[config.mk]
export PLATFORM = sky130hd
export DESIGN_NAME = wb_mask_encoder
export DESIGN_NICKNAME = d
export VERILOG_FILES = /design/src/rtl/wb_enc_pkg.sv /design/src/rtl/ffs_encoder.sv /design/src/rtl/wb_mask_encoder.sv
export SDC_FILE = /design/constraint.sdc
export NUM_CORES = 1
export LEC_CHECK = 0
export ABC_CLOCK_PERIOD_IN_PS = 4150
export CORE_ASPECT_RATIO = 0.5
export CORE_MARGIN = 8
export CORE_UTILIZATION = 40
export CTS_CLUSTER_DIAMETER = 40
export DETAILED_ROUTE_END_ITERATION = 12
export HOLD_SLACK_MARGIN = 0.03
export SYNTH_ARGS = -nofsm -noshare
export SYNTH_HDL_FRONTEND = slang
export SYNTH_SLANG_ARGS = --single-unit
[constraint.sdc]
create_clock -name clk -period 4.15 [get_ports clk]
set_input_delay 0.83 -clock clk [delete_from_list [all_inputs] [get_ports clk]]
set_output_delay 0.83 -clock clk [all_outputs]
set_load 0.05 [all_outputs]
[src/rtl/wb_enc_pkg.sv]
// ============================================================================
// Module  : wb_enc_pkg
// Brief   : Shared types and default sizing for the write-back mask encoder.
// Revision: 1.0
// ============================================================================
`default_nettype none

package wb_enc_pkg;

    localparam int DEF_REGNUM  = 32;
    localparam int DEF_KEY_LEN = 5;

    typedef enum logic {
        IDLE  = 1'b0,
        DRAIN = 1'b1
    } wb_enc_state_t;

    typedef logic [DEF_KEY_LEN-1:0] reg_idx_t;

endpackage

`default_nettype wire

[src/rtl/ffs_encoder.sv]
// ============================================================================
// Module  : ffs_encoder
// Brief   : Combinational find-first-set; reports the lowest set bit index.
// Revision: 1.0
// ============================================================================
`default_nettype none

module ffs_encoder #(
    parameter int WIDTH = 32,
    parameter int IDX_W = 5
) (
    input  logic [WIDTH-1:0] vec_i,
    output logic             found_o,
    output logic [IDX_W-1:0] idx_o
);

    // Scanning downward lets the lowest set bit overwrite any higher one.
    always_comb begin
        found_o = 1'b0;
        idx_o   = '0;
        for (int i = WIDTH - 1; i >= 0; i--) begin
            if (vec_i[i]) begin
                found_o = 1'b1;
                idx_o   = IDX_W'(i);
            end
        end
    end

endmodule

`default_nettype wire

[src/rtl/wb_mask_encoder.sv]
// ============================================================================
// Module  : wb_mask_encoder
// Brief   : Drains a multi-hot write mask as a stream of register indices.
//           Define WB_ENC_RR_EN for round-robin grant order (default: lowest first).
// Revision: 1.0
// ============================================================================
`default_nettype none

module wb_mask_encoder
    import wb_enc_pkg::*;
#(
    parameter int REGNUM  = DEF_REGNUM,
    parameter int KEY_LEN = DEF_KEY_LEN
) (
    input  logic               clk,
    input  logic               rst_n,
    input  logic               flush,
    input  logic               in_valid,
    output logic               in_ready,
    input  logic [REGNUM-1:0]  in_mask,
    output logic               out_valid,
    input  logic               out_ready,
    output logic [KEY_LEN-1:0] out_idx,
    output logic               out_last,
    output logic               busy
);

    if (KEY_LEN != $clog2(REGNUM)) begin : g_key_len_check
        $error("wb_mask_encoder: KEY_LEN must equal $clog2(REGNUM)");
    end

    wb_enc_state_t      state_q, state_d;
    logic [REGNUM-1:0]  pending_q, pending_d;
    logic [REGNUM-1:0]  search_vec;
    logic [KEY_LEN-1:0] enc_idx;
    logic [KEY_LEN-1:0] grant_idx;
    logic               found;
    logic               hs;

`ifdef WB_ENC_RR_EN
    logic [KEY_LEN-1:0]  rr_q, rr_d;
    logic [KEY_LEN-1:0]  start;
    logic [2*REGNUM-1:0] dbl;
    logic [KEY_LEN:0]    idx_sum;

    // Rotate so the search begins just after the last grant, then undo the rotation.
    assign start      = (rr_q == KEY_LEN'(REGNUM - 1)) ? '0 : rr_q + 1'b1;
    assign dbl        = {pending_q, pending_q} >> start;
    assign search_vec = dbl[REGNUM-1:0];
    assign idx_sum    = {1'b0, enc_idx} + {1'b0, start};
    assign grant_idx  = (idx_sum >= (KEY_LEN+1)'(REGNUM))
                      ? KEY_LEN'(idx_sum - (KEY_LEN+1)'(REGNUM))
                      : idx_sum[KEY_LEN-1:0];

    always_comb begin
        rr_d = rr_q;
        if (hs) begin
            rr_d = out_idx;
        end
    end

    always_ff @(posedge clk or negedge rst_n) begin
        if (!rst_n) begin
            rr_q <= KEY_LEN'(REGNUM - 1);
        end else begin
            rr_q <= rr_d;
        end
    end
`else
    assign search_vec = pending_q;
    assign grant_idx  = enc_idx;
`endif

    ffs_encoder #(
        .WIDTH (REGNUM),
        .IDX_W (KEY_LEN)
    ) u_ffs (
        .vec_i   (search_vec),
        .found_o (found),
        .idx_o   (enc_idx)
    );

    assign busy      = (state_q == DRAIN);
    assign out_valid = busy;
    assign in_ready  = (state_q == IDLE);
    assign out_idx   = found ? grant_idx : '0;
    assign out_last  = found && ((pending_q & (pending_q - REGNUM'(1))) == '0);
    assign hs        = out_valid && out_ready;

    always_comb begin
        state_d   = state_q;
        pending_d = pending_q;
        case (state_q)
            IDLE: begin
                if (in_valid && (in_mask != '0)) begin
                    state_d   = DRAIN;
                    pending_d = in_mask;
                end
            end
            DRAIN: begin
                if (hs) begin
                    pending_d[out_idx] = 1'b0;
                    if (out_last) begin
                        state_d = IDLE;
                    end
                end
                // A handshake in the flush cycle still counts for the consumer.
                if (flush) begin
                    state_d   = IDLE;
                    pending_d = '0;
                end
            end
            default: begin
                state_d   = IDLE;
                pending_d = '0;
            end
        endcase
    end

    always_ff @(posedge clk or negedge rst_n) begin
        if (!rst_n) begin
            state_q   <= IDLE;
            pending_q <= '0;
        end else begin
            state_q   <= state_d;
            pending_q <= pending_d;
        end
    end

endmodule

`default_nettype wire

==> impl_metrics.json <==
{
  "fmax_mhz": 253,
  "yosysTopAreaCellShare": 0.327,
  "synth-main-ff-cell": "dfrtp_1",
  "place.gp.congestion": 0.957,
  "switching_power_uw": 947,
  "clk_latency_ns": 0.28,
  "grt_pass1_vias": 2543,
  "grt_pass1_wl_um": 14800,
  "clockRootBuffer": "clkbuf_16",
  "ys_types": 53,
  "io_pins": 46,
  "drt_iter0_drc": 457,
  "viasPerCell": 6.39,
  "drive_above_1_share": 0.109,
  "tightest_slew_ns": 0.820,
  "required_ns": 3.32,
  "fin_skew_ns": 0.00255,
  "worst_hold_startpoint": "pending_q[29]",
  "crit_fanout": 9,
  "synth_top_area_cell": "dfrtp_1",
  "synth_edf_count": 0,
  "core_um2": 6080,
  "routed_wl_um": 9380,
  "grt_antenna_before_repair": 0,
  "dp_hpwl_um": 6940,
  "cts.path.max_buffers": 2,
  "num_antenna_cells": 0,
  "synth_warnings": 0,
  "placed_area_um2": 3030,
  "die_h_um": 72.2,
  "num_rows": 20,
  "critPathLaunchType": "flop",
  "fin_crit_sh": 0.953,
  "netlist_instances": 305,
  "cts.sinks": 33,
  "vias": 2800,
  "slew_violations": 0,
  "crit_arrival_ns": 3.12,
  "cts_tree": "built",
  "slew_headroom": 0.448,
  "die_width_um": 128,
  "final.min_clock_period_ns": 3.95,
  "final_cell_area_um2": 3220,
  "ys_ff_latch": 33,
  "htree_levels": 2,
  "gr-total-overflow": 0,
  "timing.rr.start": "pending_q[11]",
  "ys_async_sr_fraction": 1.00,
  "rsz0062_at_grt": "false",
  "power_frac_clock": 0.181,
  "postRouteAntennaNets": 0,
  "grt_max_degree": 35,
  "fp.dieArea_um2": 9270,
  "max_cap_viol_count": 0,
  "avgSynthCellArea_um2": 8.28,
  "drc": 0,
  "start_util": 0.415,
  "comb_power_share": 0.480,
  "cts_buffers": 5,
  "setup_viol": 0,
  "syn_area_um2": 2520,
  "outcome": "completed",
  "synthesis.nets": 342,
  "cts-resized-gates": 0,
  "crit_start": "pending_q[11]",
  "vdd_drop_max_uv": 210,
  "path_class": "reg2out",
  "numPortBuffers": 45,
  "setup_tns_ns": 0,
  "firstDrtPassIters": 6,
  "synth_top_cells_by_area": "dfrtp_1 33%, nand2_1 5.4%, o21ai_0 4.8%",
  "p_int_mw": 1.05,
  "swShare": 0.475,
  "clk_pin_slew_ns": 0.05,
  "fill_cells": 605,
  "hold_path.class": "reg2reg",
  "nNetsFinal": 386,
  "pwr_density_cell_nw_per_um2": 618,
  "wl_per_cell_um": 21.4,
  "syn2layout_area_growth_pct": 27.7,
  "share_seq_of_total_power": 0.338,
  "cp-end-kind": "primary output",
  "hold_viol_final": 0,
  "ys_seq_area_frac": 0.327,
  "p_leak_nw": 1.22,
  "globalRouteTotalUtil": 0.205
}
## kinds of logic after synthesis
logic type | count (synthesis) | synth area share
AND/OR/NAND/NOR | 120 | 0.273
AO/OA/AOI/OAI | 118 | 0.334
flip-flops | 33 | 0.327
buffers and inverters | 32 | 0.0580
adder cells (fa/ha/maj) | 2 | 0.00793
## layout by cell type, fill, tap and decap left out, types with 4 or more instances in the layout
master,n
a211oi_1,9
a21oi_1,15
a22o_1,5
a22oi_1,11
a31oi_1,4
a32oi_1,13
buf_4,15
clkbuf_16,5
clkdlybuf4s50_1,44
dfrtp_1,33
inv_1,10
nand2_1,36
nand2b_1,6
nand4_1,4
nor2_1,21
nor3_1,10
nor4_1,13
nor4_4,4
o211ai_1,6
o21ai_0,24
o31ai_1,6
or3_1,5
## synth_stat cells, types with 2 or more instances
cell type / number
a211oi_1: 9
a31o_2: 2
dfrtp_1: 33
buf_6: 2
inv_1: 10
o22a_1: 2
or3_1: 5
nand4b_1: 2
nor2_1: 22
nand2b_1: 6
or4_1: 3
nand4_1: 4
nor4_1: 13
o211ai_1: 6
nand2_1: 36
o21bai_1: 2
a21o_1: 2
nor4_4: 4
buf_2: 3
o21ai_0: 24
clkbuf_1: 15
nor2b_1: 3
a21oi_1: 15
o22ai_1: 2
nand3_1: 2
or2_2: 2
a2111oi_0: 3
a22oi_1: 11
a22o_1: 5
maj3_1: 2
a32oi_1: 13
buf_4: 2
o31ai_1: 7
nor3_1: 10
o41ai_2: 2
a31oi_1: 4
## registers in the layout (all words and copies together) (netlist names)
register,count
busy,1
pending_q,32
## per-layer routing
metal | part of all wire | global-route usage | up-vias
met5 | 0 | 0 | -
met4 | 0.0098 | 0.0496 | 0
met3 | 0.10 | 0.0541 | 15
met2 | 0.40 | 0.272 | 172
met1 | 0.49 | 0.311 | 1334
li1 | - | - | 1279
## path summary, 6_finish.rpt
path | to | slack [ns] | cells after the start
max | out_last | 0.20 | 7
min | pending_q[29] | 0.59 | 1
max reg2reg | busy | 1.10 | 7
min reg2reg | pending_q[29] | 0.59 | 1
max in group asynchronous | busy | 2.86 | 2
min in group asynchronous | pending_q[20] | 0.95 | 2
## power groups by stage
stage | Sequential [mW] | Combinational [mW] | Clock [mW]
4_1_cts | 0.664 | 0.901 | 0.365
3_5_place_dp | 0.669 | 0.897 | 0
5_1_grt | 0.695 | 1.04 | 0.385
2_1_floorplan | 0.546 | 0.715 | 0
6_report | 0.675 | 0.957 | 0.361
3_3_place_gp | 0.667 | 0.895 | 0
## critical path, stage by stage (launching register included)
cell and delay (ns):
dfrtp_1 0.50, nor4_4 0.53, nand4_4 0.25, o41ai_2 0.39
o2111ai_1 0.18, or4_1 0.52, nor3_1 0.22, buf_4 0.25
## repair_timing
action                                 CTS  global route
hold buffers                             0             0
endpoints found under the hold margin    0             0
setup endpoints to repair                0             1
buffers inserted                         0             7
## stage by stage
step / hold slack, ns / utilization / setup WS [ns] / power, mW / std cells
final: 0.590 / 0.530 / 0.195 / 1.99 / 438
after global routing: 0.634 / 0.530 / 0.0495 / 2.12 / 438
after CTS: 0.587 / 0.521 / 0.0312 / 1.93 / 431
after detailed placement: 0.574 / 0.499 / 0.378 / 1.57 / 423
after global placement: 0.565 / 0.499 / 0.400 / 1.56 / 423
after floorplan: 0.530 / - / 0.252 / 1.26 / 305
## final cells by class
class | count | area [um^2] | share of cell area
multi-input cells | 240 | 1560 | 0.484
flip-flops and latches | 33 | 826 | 0.256
repair buffers | 59 | 553 | 0.172
clock buffers | 8 | 136 | 0.0423
well taps | 88 | 110 | 0.0342
inverters | 10 | 37.5 | 0.0116
Note: power is estimated with default switching activity, not from simulation.
